$ cat src/rtl/catraca_pkg.sv
// Shared types and defaults for the two-reader turnstile controller.
package catraca_pkg;

    typedef enum logic [1:0] {
        OCIOSO   = 2'd0,
        LIBERADA = 2'd1,
        NEGADO   = 2'd2
    } estado_t;

    localparam int MAX_SALDO_DEF      = 5;
    localparam int TEMPO_LIBERADA_DEF = 4;
    localparam int MAX_CONTA_DEF      = 99;
    localparam int SALDO_W            = 3;
    localparam int CONTA_W            = 7;
    localparam int TIMER_W            = 4;

    // Recharge adds in one extra bit so an overflow past the ceiling still clamps.
    function automatic logic [SALDO_W-1:0] soma_sat(
        input logic [SALDO_W-1:0] a,
        input logic [1:0]         b,
        input logic [SALDO_W-1:0] lim
    );
        logic [SALDO_W:0] s;
        s = {1'b0, a} + {{(SALDO_W-1){1'b0}}, b};
        return (s > {1'b0, lim}) ? lim : s[SALDO_W-1:0];
    endfunction

endpackage

$ cat src/rtl/catraca_controlador_arbitro_rr2.sv
// Two-requester round-robin arbiter; on a tie the reader not granted last wins.
module arbitro_rr2 (
    input  logic [1:0] pend_i,
    input  logic       ult_i,
    output logic [1:0] grant_o
);

    always_comb begin
        grant_o = 2'b00;
        case (pend_i)
            2'b01:   grant_o = 2'b01;
            2'b10:   grant_o = 2'b10;
            2'b11:   grant_o = ult_i ? 2'b01 : 2'b10;
            default: grant_o = 2'b00;
        endcase
    end

endmodule

$ cat src/rtl/catraca_controlador.sv
// Turnstile controller shared by two card readers: credit, unlock, passenger count.
// Define CATRACA_ESTORNO_EN to refund the credit when an unlock times out unused.
module catraca_controlador
    import catraca_pkg::*;
#(
    parameter int MAX_SALDO      = MAX_SALDO_DEF,
    parameter int TEMPO_LIBERADA = TEMPO_LIBERADA_DEF,
    parameter int MAX_CONTA      = MAX_CONTA_DEF
) (
    input  logic               clk_2,
    input  logic               reset,
    input  logic [1:0]         passe,
    input  logic [1:0]         carrega1,
    input  logic [1:0]         carrega2,
    input  logic               giro,
    output logic               catraca,
    output logic [1:0]         atendido,
    output logic               erro,
    output logic [SALDO_W-1:0] saldo1,
    output logic [SALDO_W-1:0] saldo2,
    output logic [CONTA_W-1:0] conta
);

    localparam logic [SALDO_W-1:0] SALDO_LIM = SALDO_W'(MAX_SALDO);
    localparam logic [CONTA_W-1:0] CONTA_LIM = CONTA_W'(MAX_CONTA);
    localparam logic [TIMER_W-1:0] TIMER_FIM = TIMER_W'(TEMPO_LIBERADA - 1);

    estado_t              estado_q, estado_d;
    logic [1:0]           passe_q;
    logic [1:0]           pend_q, pend_d;
    logic                 ult_q, ult_d;
    logic [SALDO_W-1:0]   saldo1_q, saldo1_d, saldo2_q, saldo2_d;
    logic [CONTA_W-1:0]   conta_q, conta_d;
    logic [TIMER_W-1:0]   timer_q, timer_d;
    logic                 catraca_q, catraca_d;
    logic [1:0]           atendido_q, atendido_d;
    logic                 erro_q, erro_d;

    logic [1:0]           subida;
    logic [1:0]           grant;
    logic                 sel;
    logic [1:0]           carga;
    logic [SALDO_W-1:0]   saldo_sel;
    logic [SALDO_W-1:0]   saldo_novo;

    assign subida = passe & ~passe_q;

    arbitro_rr2 u_arbitro (
        .pend_i  (pend_q),
        .ult_i   (ult_q),
        .grant_o (grant)
    );

    always_ff @(posedge clk_2) begin
        if (reset) begin
            estado_q   <= OCIOSO;
            passe_q    <= 2'b00;
            pend_q     <= 2'b00;
            ult_q      <= 1'b1;
            saldo1_q   <= '0;
            saldo2_q   <= '0;
            conta_q    <= '0;
            timer_q    <= '0;
            catraca_q  <= 1'b0;
            atendido_q <= 2'b00;
            erro_q     <= 1'b0;
        end else begin
            estado_q   <= estado_d;
            passe_q    <= passe;
            pend_q     <= pend_d;
            ult_q      <= ult_d;
            saldo1_q   <= saldo1_d;
            saldo2_q   <= saldo2_d;
            conta_q    <= conta_d;
            timer_q    <= timer_d;
            catraca_q  <= catraca_d;
            atendido_q <= atendido_d;
            erro_q     <= erro_d;
        end
    end

    always_comb begin
        estado_d   = estado_q;
        // A new edge on a reader that is already pending is dropped.
        pend_d     = pend_q | (subida & ~pend_q);
        ult_d      = ult_q;
        saldo1_d   = saldo1_q;
        saldo2_d   = saldo2_q;
        conta_d    = conta_q;
        timer_d    = timer_q;
        catraca_d  = catraca_q;
        atendido_d = atendido_q;
        erro_d     = erro_q;
        sel        = grant[1];
        carga      = sel ? carrega2 : carrega1;
        saldo_sel  = sel ? saldo2_q : saldo1_q;
        saldo_novo = saldo_sel;

        case (estado_q)
            OCIOSO: begin
                if (grant != 2'b00) begin
                    ult_d  = sel;
                    pend_d = pend_d & ~grant;
                    if (carga != 2'b00) begin
                        saldo_novo = soma_sat(saldo_sel, carga, SALDO_LIM);
                    end else if (saldo_sel != '0) begin
                        saldo_novo = saldo_sel - 1'b1;
                        atendido_d = grant;
                        catraca_d  = 1'b1;
                        timer_d    = '0;
                        estado_d   = LIBERADA;
                    end else begin
                        erro_d   = 1'b1;
                        estado_d = NEGADO;
                    end
                    if (sel) saldo2_d = saldo_novo;
                    else     saldo1_d = saldo_novo;
                end
            end
            LIBERADA: begin
                if (giro) begin
                    conta_d    = (conta_q >= CONTA_LIM) ? conta_q : conta_q + 1'b1;
                    catraca_d  = 1'b0;
                    atendido_d = 2'b00;
                    estado_d   = OCIOSO;
                end else if (timer_q == TIMER_FIM) begin
                    catraca_d  = 1'b0;
                    atendido_d = 2'b00;
                    estado_d   = OCIOSO;
`ifdef CATRACA_ESTORNO_EN
                    if (atendido_q[1]) saldo2_d = soma_sat(saldo2_q, 2'd1, SALDO_LIM);
                    else               saldo1_d = soma_sat(saldo1_q, 2'd1, SALDO_LIM);
`endif
                end else begin
                    timer_d = timer_q + 1'b1;
                end
            end
            NEGADO: begin
                erro_d   = 1'b0;
                estado_d = OCIOSO;
            end
            default: estado_d = OCIOSO;
        endcase
    end

    always_comb begin
        catraca  = catraca_q;
        atendido = atendido_q;
        erro     = erro_q;
        saldo1   = saldo1_q;
        saldo2   = saldo2_q;
        conta    = conta_q;
    end

endmodule

$ cat config.mk
export PLATFORM = sky130hd
export DESIGN_NAME = catraca_controlador
export DESIGN_NICKNAME = d
export VERILOG_FILES = /design/src/rtl/catraca_pkg.sv /design/src/rtl/catraca_controlador_arbitro_rr2.sv /design/src/rtl/catraca_controlador.sv
export SDC_FILE = /design/constraint.sdc
export NUM_CORES = 1
export LEC_CHECK = 0
export BUFFER_PORTS_ARGS = -buffer_cell sky130_fd_sc_hd__buf_2
export CORE_ASPECT_RATIO = 0.6
export CORE_UTILIZATION = 58
export CTS_BUF_LIST = sky130_fd_sc_hd__clkbuf_4 sky130_fd_sc_hd__clkbuf_8
export CTS_CLUSTER_DIAMETER = 200
export DETAILED_ROUTE_END_ITERATION = 8
export HOLD_SLACK_MARGIN = 0.15
export PLACE_DENSITY = 0.91
export SETUP_SLACK_MARGIN = 0.1
export SLEW_MARGIN = 10
export SYNTH_ARGS = -nofsm -noshare
export SYNTH_HDL_FRONTEND = slang
export SYNTH_SLANG_ARGS = --single-unit
$ cat constraint.sdc
create_clock -name clk_2 -period 3.6 [get_ports clk_2]
set_input_delay 0.18 -clock clk_2 [delete_from_list [all_inputs] [get_ports clk_2]]
set_output_delay 0.18 -clock clk_2 [all_outputs]
set_load 0.005 [all_outputs]
==> summary.md, run 1 <==
| Metric | Value |
|---|---|
| Most common cell after layout, fill and taps aside | `dfxtp_1` |
| Initial DRC count | `114` |
| RSZ-0062 raised after global routing | `false` |
| Row Count | `14` |
| DR pass1 iterations | `5` |
| Total GRT Usage | `around a quarter` |
| # IOs | `26` |
| Htree depth | `1` |
| Critical path endpoint category | `register` |
| HPWL reported at the end of detailed placement | `2760 um` |
| Vias per cell | `6.22` |
| Ant diodes | `0` |
| Syn avg cell area | `8.88 sq um` |
| Predominant post-synthesis flop cell | `dfxtp_1` |
| Synthesized area | `0.00156 sq mm` |
| Layout cells sized above 1 | `22.0%` |
| Worst slack at placement | `approximately 0.54 ns` |
| PwrDens | `391 mW/mm^2` |
| CORE AREA | `0.00252 sq mm` |
| Post-CTS setup buffers | `0` |
| Setup ws final | `0.494 ns` |
| P&R area growth vs syn | `13.0%` |
| CP max-delay cell | `a21boi_2` |
| Initial Util | `62.0%` |
| Post-synth EDFFs | `0` |
| CTS root buffer | `clkbuf_8` |
| WS Path Type | `register to register` |
| FFs w/ async S/R, synth | `0%` |
| Slew @ Worst Pin | `0.708 ns` |
| Min Clock Period, post-route | `between 3 and 4 ns` |
| CP Launch Type | `register` |
| First-pass GRT wire length | `roughly 6000 um` |
| # setup viols final | `0` |
| CTS tree | `built` |
| Netlist cell types | `47` |
| Max_slew headroom | `52.5%` |
| Yosys warnings | `0` |
| Worst-path cell chain | `a21boi_2 > mux2i_1 > inv_1 > ha_1 > maj3_1 > mux2i_1 > a21oi_1 > o311ai_0 > a311oi_1` |
| Worst EP arrival | `3.25 ns` |
| Post-CTS resize count | `0` |
| Die W | `69.0 um` |
| Final nets | `215` |
| Fmax | `322 MHz` |
| Placed cells | `between 200 and 250` |
| Post-Syn Nets | `190` |
| DP Area | `approximately 0.0017 sq mm` |
| Die ar. | `0.00291 sq mm` |
| Max-slew violation count | `0` |
| Peak per-stage delay on the critical path | `0.61 ns` |
| Hold Fails Final Rpt | `0` |
| Most frequent cells in the layout | `dfxtp_1 (28), buf_2 (25), nor2_1 (21), nand2_1 (14), a21oi_1 (13)` |
| Worst hold path type | `input pin to register` |
| Clock buffer depth | `2` |
| Fin area | `0.00177 sq mm` |
| Crit-path max FO | `13` |
| Clk_skew | `0.00244 ns` |
| VDD IR max | `approximately 0.29 mV` |
| Status | `finished, final reports clean` |
| Synth Register Bits | `28` |
| Sink Count | `28` |
| Initial antenna violation count | `0` |
| Clk Latency, worst-skew pair | `~0.28 ns` |
| Largest net degree at the start of global routing | `30` |
| Reg clk slew, reported paths | `around 0.09 ns` |
| Delay-heaviest family, CP | `compound AO/OA/AOI/OAI gates` |
| DRC violations left | `0` |
| Finished Layout Cells | `232` |
| Number of port buffers | `25` |
| Via count | `1444` |
| Cell mode on critical path | `mux2i_1` |
| Vias in the first global route | `1282` |
| Grt total ovfl | `0` |
| Required time worst endpoint | `approximately 3.7 ns` |
| Mapped Cells | `between 150 and 200` |
| Maxcap violations | `0` |
| Final period util | `86.3%` |
| Buf+Inv Stages, Crit Path | `1` |
| Final Routed Wirelength | `3670 um` |
| Routability Congestion | `0.982` |
| Number of buffers created by CTS | `3` |
| WL per Instance | `15.8 um` |
| Register area share after synthesis | `between 30% and 40%` |
| CTS Hold Bufs | `2` |
| Total negative slack | `0 ns` |
| Post-route ant nets | `0` |
| Die Height | `42.2 um` |
| Final Core Density | `roughly 70%` |
| Static leakage | `0.702 nW` |
flip-flops by register name, summed over array words and instances (netlist names):
register / cells
passe_q: 2
ult_q: 1
erro: 1
pend_q: 2
catraca: 1
saldo1: 3
atendido: 2
timer_q: 4
conta: 7
saldo2: 3
estado_q: 2
through the flow:
step / hold WS [ns] / power [mW]
after floorplan: 0.308 / 0.455
after global placement: 0.416 / 0.489
after detailed placement: 0.421 / 0.497
after CTS: 0.314 / 0.688
after global routing: 0.334 / 0.720
final: 0.322 / 0.690
cells in the mapped netlist (3+ instances only):
library cell / number / share of area, %
and3_1: 4 / 1.6
nand3b_1: 4 / 1.9
inv_1: 9 / 2.2
xnor2_1: 4 / 2.2
clkbuf_1: 4 / 0.96
nor2b_1: 6 / 2.4
ha_1: 5 / 4.0
a211oi_1: 4 / 1.9
mux2_2: 4 / 2.9
nand4_1: 3 / 1.2
nand2_1: 14 / 3.4
a21oi_1: 13 / 4.2
dfxtp_1: 28 / 36
mux2i_1: 6 / 3.8
nor3_1: 4 / 1.3
o21ai_0: 3 / 0.96
a311oi_1: 5 / 2.8
nor2_1: 21 / 5.0
final timing paths:
kind,start,end,slack [ns],cells after the start
hold reg to reg,atendido[0],atendido[0],0.48,2
setup / recovery,pend_q[1],saldo1[0],0.49,9
hold / removal,giro,timer_q[0],0.32,4
setup reg to reg,pend_q[1],saldo1[0],0.49,9
final cells by class:
type | instances | area, sq um
clock buffers | 4 | 55.1
multi-input cells | 132 | 931
repair buffers | 27 | 145
inverters | 9 | 33.8
well taps | 32 | 40.0
fillers | 189 | 757
flip-flops and latches | 28 | 561
power breakdown:
group	total [mW]	internal (mW)	leakage [nW]	switching [mW]
clock network	0.193	0.0981	0.0288	0.0946
registers	0.347	0.325	0.228	0.0220
logic	0.150	0.0671	0.445	0.0825
total	0.690	0.491	0.702	0.199
logic make-up after synthesis:
family | count (synthesis) | synth area share [%]
xor gates and xnor gates | 5 | 2.80
muxes | 10 | 6.73
AOI/OAI and AO/OA | 44 | 23.6
buffers and inverters | 16 | 4.56
DFF | 28 | 35.9
adders and majority gates | 7 | 5.28
and+or+nand+nor | 66 | 21.1
worst register-to-register path, stage by stage, from the launching register on:
cell,delay [ns]
dfxtp_1,0.41
a21boi_2,0.61
mux2i_1,0.35
inv_1,0.07
ha_1,0.24
maj3_1,0.36
mux2i_1,0.21
a21oi_1,0.10
o311ai_0,0.45
a311oi_1,0.15
per-layer routing:
metal	track usage [%]	up-vias	part of all wire, %
li1	-	693	-
met3	7.69	7	9.5
met2	39.4	81	44
met4	6.53	0	0.63
met5	0	-	0
met1	35.7	663	46
(Power assumes the default switching activity.)
==> run 2: changes to the inputs <==
==> constraint.sdc (replaced) <==
create_clock -name clk_2 -period 3.6 [get_ports clk_2]
set_input_delay 0.72 -clock clk_2 [delete_from_list [all_inputs] [get_ports clk_2]]
set_output_delay 0.72 -clock clk_2 [all_outputs]
set_load 0.005 [all_outputs]
==> run 2 against run 1 <==
Register-to-register slack better by 0.02 ns. Sequential cell count unchanged. Cell count down 0.86%. Clock-buffer cell count did not move. Global-route usage decreased by 0.11 points. Utilization decreased by 0.79 points. Largest power group unchanged. Sequential power about the same. Worst setup slack better by 0.018 ns. Clock power is essentially flat. Total power fell by 0.14%. Combinational power is essentially flat. Clock skew about the same.
==> summary.md, run 2 (synthesis results as in run 1) <==
| Metric | Value |
|---|---|
| Status | `finished, final reports clean` |
| Sink Count | `28 (unchanged)` |
| Static leakage | `0.694 nW (-1.2%)` |
| Crit. Startpoint | `pend_q[1]` |
| Max-slew violation count | `0 (unchanged)` |
| Initial Util | `62.0% (unchanged)` |
| Reg2reg path depth | `9 (unchanged)` |
| Worst-path cell chain | `a21boi_2 > mux2i_1 > inv_1 > ha_1 > maj3_1 > mux2i_1 > a21oi_1 > o311ai_0 > a311oi_1` |
| Setup ws final | `0.512 ns (+0.0179 ns)` |
| Die Height | `42.2 um (unchanged)` |
| Worst hold path type | `register to register` |
| Final nets | `213 (-0.93%)` |
| Layout cells sized above 1 | `22.2% (+0.22 points)` |
| Hold Path Sink | `atendido[0]` |
| Total GRT Usage | `25.7% (-0.11 points)` |
| Worst hold margin | `0.480 ns (+0.159 ns)` |
| Cell mode on critical path | `mux2i_1` |
| Hold Crit Depth | `2 (-2)` |
| Grt met3 use | `7.69% (unchanged)` |
| DRC violations left | `0 (unchanged)` |
| Initial antenna violation count | `0 (unchanged)` |
| Worst Hold Launch | `atendido[0]` |
| Die ar. | `0.00291 sq mm (unchanged)` |
| Fillers | `192 (+1.6%)` |
| Ant diodes | `0 (unchanged)` |
| Final Core Density | `69.2% (-0.79 points)` |
| CP max-delay cell | `a21boi_2` |
| Pwr Total | `0.689 mW (-0.14%)` |
| Switching portion of total power | `29.0% (+0.10 points)` |
| Critical path endpoint category | `register` |
| Grt met1 use | `35.7% (unchanged)` |
| Clock buffer depth | `2 (unchanged)` |
| RSZ-0062 raised after global routing | `false` |
| CORE AREA | `0.00252 sq mm (unchanged)` |
| Post-route ant nets | `0 (unchanged)` |
| Total negative slack | `0 ns (unchanged)` |
| Crit-path max FO | `13 (unchanged)` |
| VDD IR max | `0.288 mV (+0.23%)` |
| Logic pwr share | `21.4% (-0.3 points)` |
| Largest register FFs | `7 (unchanged)` |
| Final period util | `85.8% (-0.50 points)` |
| Reg2reg end | `saldo1[0]` |
| Reg clk slew, reported paths | `0.09 ns (about the same)` |
| Peak per-stage delay on the critical path | `0.59 ns (-0.02 ns)` |
| Most frequent cells in the layout | `dfxtp_1 (28), buf_2 (25), nor2_1 (21), nand2_1 (14), a21oi_1 (13)` |
| CP Launch Type | `register` |
| Internal power component | `0.489 mW (-0.29%)` |
| PwrDens | `395 mW/mm^2 (+1.0%)` |
| Clk_skew | `0.00282 ns (+0.000378 ns)` |
| Maxcap violations | `0 (unchanged)` |
| # IOs | `26 (unchanged)` |
| P&R area growth vs syn | `11.7%` |
| Slew @ Worst Pin | `0.670 ns (-0.0376 ns)` |
| Final Routed Wirelength | `3680 um (+0.30%)` |
| Hold Fails Final Rpt | `0 (unchanged)` |
| Most common cell after layout, fill and taps aside | `dfxtp_1` |
| Row Count | `14 (unchanged)` |
| Via count | `1426 (-1.2%)` |
| CTS Hold Bufs | `0 (-2)` |
| Vias in the first global route | `1271 (-0.86%)` |
| DR pass1 iterations | `5 (unchanged)` |
| Part of the power in registers | `50.4% (about the same)` |
| # setup viols final | `0 (unchanged)` |
| Number of port buffers | `25 (unchanged)` |
| Clk Latency, worst-skew pair | `0.28 ns (about the same)` |
| Fmax | `324 MHz (+0.58%)` |
| CTS tree | `built` |
| Clk pwr share | `28.2% (+0.3 points)` |
| Largest net degree at the start of global routing | `30 (unchanged)` |
| Number of buffers created by CTS | `3 (unchanged)` |
| WS Path Type | `register to register` |
| Vias per cell | `6.20 (-0.39%)` |
| Required time worst endpoint | `3.74 ns (about the same)` |
| Worst slack at placement | `0.544 ns (unchanged)` |
| Sw power | `0.200 mW (+0.21%)` |
| WL per Instance | `16.0 um (+1.2%)` |
| Initial DRC count | `127 (+11%)` |
| HPWL reported at the end of detailed placement | `2760 um (unchanged)` |
| Htree depth | `1 (unchanged)` |
| First-pass GRT wire length | `5950 um (-0.47%)` |
| Die W | `69.0 um (unchanged)` |
| GRT busiest layer | `met2` |
| Routability Congestion | `0.982 (unchanged)` |
| Post-CTS resize count | `0 (unchanged)` |
| R2R Setup Slk | `0.51 ns (+0.02 ns)` |
| M2 GR Usage | `39.0% (-0.39 points)` |
| Max_slew headroom | `55.0% (+2.5 points)` |
| Grt total ovfl | `0 (unchanged)` |
| RR Startpoint | `pend_q[1]` |
| Worst EP arrival | `3.23 ns (-0.02 ns)` |
| CTS root buffer | `clkbuf_8` |
| Min Clock Period, post-route | `3.09 ns (-0.0179 ns)` |
| Post-CTS setup buffers | `0 (unchanged)` |
run 2: how the worst max path moves through the flow:
stage	endpoint	slack [ns]
final	saldo1[0]	0.51
after global routing	saldo1[0]	0.24
after CTS	saldo1[0]	0.53
after detailed placement	saldo1[0]	0.54
after global placement	saldo1[0]	0.71
after floorplan	saldo1[0]	0.98
run 2: layout make-up:
class | count | area, sq um | area share (%)
Clock buffer | 4 | 55.1 | 3.15
Sequential cell | 28 | 561 | 32.1
Multi-Input combinational cell | 132 | 931 | 53.3
Inverter | 9 | 33.8 | 1.94
Tap cell | 32 | 40.0 | 2.29
Timing Repair Buffer | 25 | 125 | 7.17
run 2: worst max-delay path: cells and delay by family (launching register included):
kind                       cells  cell delay (ns)
AOI/OAI and AO/OA              4             1.29
adders and majority gates      2             0.61
muxes                          2             0.56
DFF                            1             0.42
buffers and inverters          1             0.08
run 2: routing by layer:
| layer | routed length, um | vias to the layer above |
|---|---|---|
| met5 | 0 | - |
| met4 | 29 | 0 |
| met3 | 288 | 7 |
| met2 | 1610 | 74 |
| met1 | 1750 | 658 |
| li1 | - | 687 |
run 2: power groups by stage:
| stage | clock network, mW | registers, mW | logic, mW |
|---|---|---|---|
| detailed placement | 0 | 0.353 | 0.143 |
| global route | 0.209 | 0.349 | 0.160 |
| finish | 0.194 | 0.347 | 0.148 |
| floorplan | 0 | 0.348 | 0.107 |
| CTS | 0.196 | 0.346 | 0.145 |
| global placement | 0 | 0.352 | 0.137 |
run 2: stage by stage:
stage	instance area, sq um	instances
after floorplan	1560	176
after global placement	1690	226
after detailed placement	1690	226
after CTS	1750	230
after global routing	1750	230
final	1750	230
==> run 3: changes to the inputs <==
--- a/config.mk
+++ b/config.mk
@@ -7,12 +7,12 @@
 export LEC_CHECK = 0
 export BUFFER_PORTS_ARGS = -buffer_cell sky130_fd_sc_hd__buf_2
 export CORE_ASPECT_RATIO = 0.6
-export CORE_UTILIZATION = 58
+export CORE_UTILIZATION = 50
 export CTS_BUF_LIST = sky130_fd_sc_hd__clkbuf_4 sky130_fd_sc_hd__clkbuf_8
 export CTS_CLUSTER_DIAMETER = 200
 export DETAILED_ROUTE_END_ITERATION = 8
 export HOLD_SLACK_MARGIN = 0.15
-export PLACE_DENSITY = 0.91
+export PLACE_DENSITY = 0.81
 export SETUP_SLACK_MARGIN = 0.1
 export SLEW_MARGIN = 10
 export SYNTH_ARGS = -nofsm -noshare
==> run 3 against run 2 <==
Largest power group unchanged. Design area grew 0.72%. Largest cell class unchanged. Register-to-register slack better by 0.02 ns. Cell count rose by 4.3%. Non-clock buffer count stayed put. Critical path type unchanged. First-iteration DRC count is 36% lower.
==> summary.md, run 3 (synthesis results as in run 1) <==
| Metric | Value |
|---|---|
| Status | `finished, final reports clean` |
| Layout cells sized above 1 | `22.2% (unchanged)` |
| Logic pwr share | `21.0% (-0.4 points)` |
| Crit-path max FO | `13 (unchanged)` |
| P&R area growth vs syn | `12.5%` |
| Initial Util | `53.4% (-8.6 points)` |
| Vias per cell | `5.75 (-7.3%)` |
| Hold Crit Depth | `2 (unchanged)` |
| Routability Congestion | `0.871 (-11%)` |
| Initial DRC count | `81 (-36%)` |
| Grt total ovfl | `0 (unchanged)` |
| Total GRT Usage | `22.6% (-3.1 points)` |
| Hold Fails Final Rpt | `0 (unchanged)` |
| Area of the multi-input gates | `931 sq um (unchanged)` |
| Peak per-stage delay on the critical path | `0.57 ns (-0.02 ns)` |
| Fmax | `325 MHz (+0.50%)` |
| Min Clock Period, post-route | `3.07 ns (-0.0152 ns)` |
| CP Launch Type | `register` |
| Vias in the first global route | `1191 (-6.3%)` |
| Reg clk slew, reported paths | `0.09 ns (about the same)` |
| CTS Hold Bufs | `0 (unchanged)` |
| Most frequent cells in the layout | `dfxtp_1 (28), buf_2 (25), nor2_1 (21), nand2_1 (14), a21oi_1 (13)` |
| Worst hold path type | `register to register` |
| Clk Latency, worst-skew pair | `0.28 ns (about the same)` |
| R2R Setup Slk | `0.53 ns (+0.02 ns)` |
| Die Height | `45.3 um (+7.3%)` |
| Maxcap violations | `0 (unchanged)` |
| Sink Count | `28 (unchanged)` |
| # setup viols final | `0 (unchanged)` |
| Htree depth | `1 (unchanged)` |
| Cell mode on critical path | `mux2i_1` |
| HPWL reported at the end of detailed placement | `2620 um (-4.9%)` |
| Max-slew violation count | `0 (unchanged)` |
| Clock buffer depth | `2 (unchanged)` |
| DR pass1 iterations | `4 (-1)` |
| Final Routed Wirelength | `3470 um (-5.7%)` |
| Post-CTS setup buffers | `0 (unchanged)` |
| Required time worst endpoint | `3.74 ns (about the same)` |
| Ant diodes | `0 (unchanged)` |
| CORE AREA | `0.00293 sq mm (+16%)` |
| Most common cell after layout, fill and taps aside | `dfxtp_1` |
| First-pass GRT wire length | `5580 um (-6.2%)` |
| Clk_skew | `0.00543 ns (+0.00262 ns)` |
| Clk pwr share | `28.5% (+0.3 points)` |
| CP max-delay cell | `a21boi_2` |
| Part of the power in registers | `50.5% (about the same)` |
| Worst EP arrival | `3.22 ns (about the same)` |
| Total negative slack | `0 ns (unchanged)` |
| Pwr Total | `0.686 mW (-0.45%)` |
| Buf+Inv Stages, Crit Path | `1 (unchanged)` |
| Register area | `561 sq um (unchanged)` |
| # IOs | `26 (unchanged)` |
| Switching portion of total power | `28.7% (-0.31 points)` |
| PwrDens | `390 mW/mm^2 (-1.2%)` |
| Initial antenna violation count | `0 (unchanged)` |
| Slew @ Worst Pin | `0.649 ns (-0.0211 ns)` |
| WL per Instance | `14.5 um (-9.6%)` |
| Reg2reg path depth | `9 (unchanged)` |
| Die ar. | `0.00336 sq mm (+15%)` |
| Die W | `74.2 um (+7.5%)` |
| Max_slew headroom | `56.5% (+1.4 points)` |
| VDD IR max | `0.219 mV (-24%)` |
| Worst-path cell chain | `a21boi_2 > mux2i_1 > inv_1 > ha_1 > maj3_1 > mux2i_1 > a21oi_1 > o311ai_0 > a311oi_1` |
| Final period util | `85.4% (-0.42 points)` |
| RSZ-0062 raised after global routing | `false` |
| Delay-heaviest family, CP | `compound AO/OA/AOI/OAI gates` |
| WS Path Type | `register to register` |
| Cell count along the critical path | `9 (unchanged)` |
| Number of buffers created by CTS | `3 (unchanged)` |
| Static leakage | `0.694 nW (unchanged)` |
| Fillers | `270 (+41%)` |
| CTS root buffer | `clkbuf_8` |
| Largest net degree at the start of global routing | `30 (unchanged)` |
| Sw power | `0.197 mW (-1.5%)` |
| Largest register FFs | `7 (unchanged)` |
| Row Count | `15 (+1)` |
| DRC violations left | `0 (unchanged)` |
| Final nets | `213 (unchanged)` |
| Critical path endpoint category | `register` |
| Post-CTS resize count | `0 (unchanged)` |
| Number of port buffers | `25 (unchanged)` |
| Internal power component | `0.489 mW (about the same)` |
| Via count | `1379 (-3.3%)` |
| CTS tree | `built` |
| Post-route ant nets | `0 (unchanged)` |
run 3: cell counts in the layout (fill, tap and decap cells not counted):
Identical to the previous run, type by type.
run 3: cell type report:
type | count | area share (%)
Inverter | 9 | 1.92
Timing Repair Buffer | 25 | 7.12
Tap cell | 42 | 2.99
Multi-Input combinational cell | 132 | 53.0
Clock buffer | 4 | 3.13
Sequential cell | 28 | 31.9
run 3: stage by stage:
step	cells	hold WS, ns	utilization, %	instance area [sq um]	setup slack (ns)
after floorplan	176	0.463	-	1560	0.982
after global placement	236	0.465	58.2	1700	0.712
after detailed placement	236	0.468	58.2	1700	0.556
after CTS	240	0.483	60.0	1760	0.552
after global routing	240	0.508	60.0	1760	0.224
final	240	0.481	60.0	1760	0.527
run 3: power groups by stage:
stage	clock [mW]	combinational, mW	sequential, mW
floorplan	0	0.107	0.348
global placement	0	0.137	0.351
detailed placement	0	0.142	0.353
CTS	0.199	0.142	0.346
global route	0.216	0.159	0.348
finish	0.195	0.144	0.346
run 3: worst paths after layout:
kind | from | endpoint
max reg2reg | pend_q[1] | saldo1[0]
min reg2reg | atendido[0] | atendido[0]
max | pend_q[1] | saldo1[0]
min | atendido[0] | atendido[0]
run 3: tightest hold or removal path, stage by stage (launching register included):
cell     delay, ns
dfxtp_1       0.32
inv_1         0.05
o32ai_1       0.07
run 3: metal layers:
layer / part of all wire, % / vias to the layer above / track usage [%]
met5: 0 / - / 0
li1: - / 686 / -
met3: 6.7 / 3 / 6.92
met2: 44 / 49 / 33.8
met4: 0.35 / 0 / 6.15
met1: 48 / 641 / 31.6
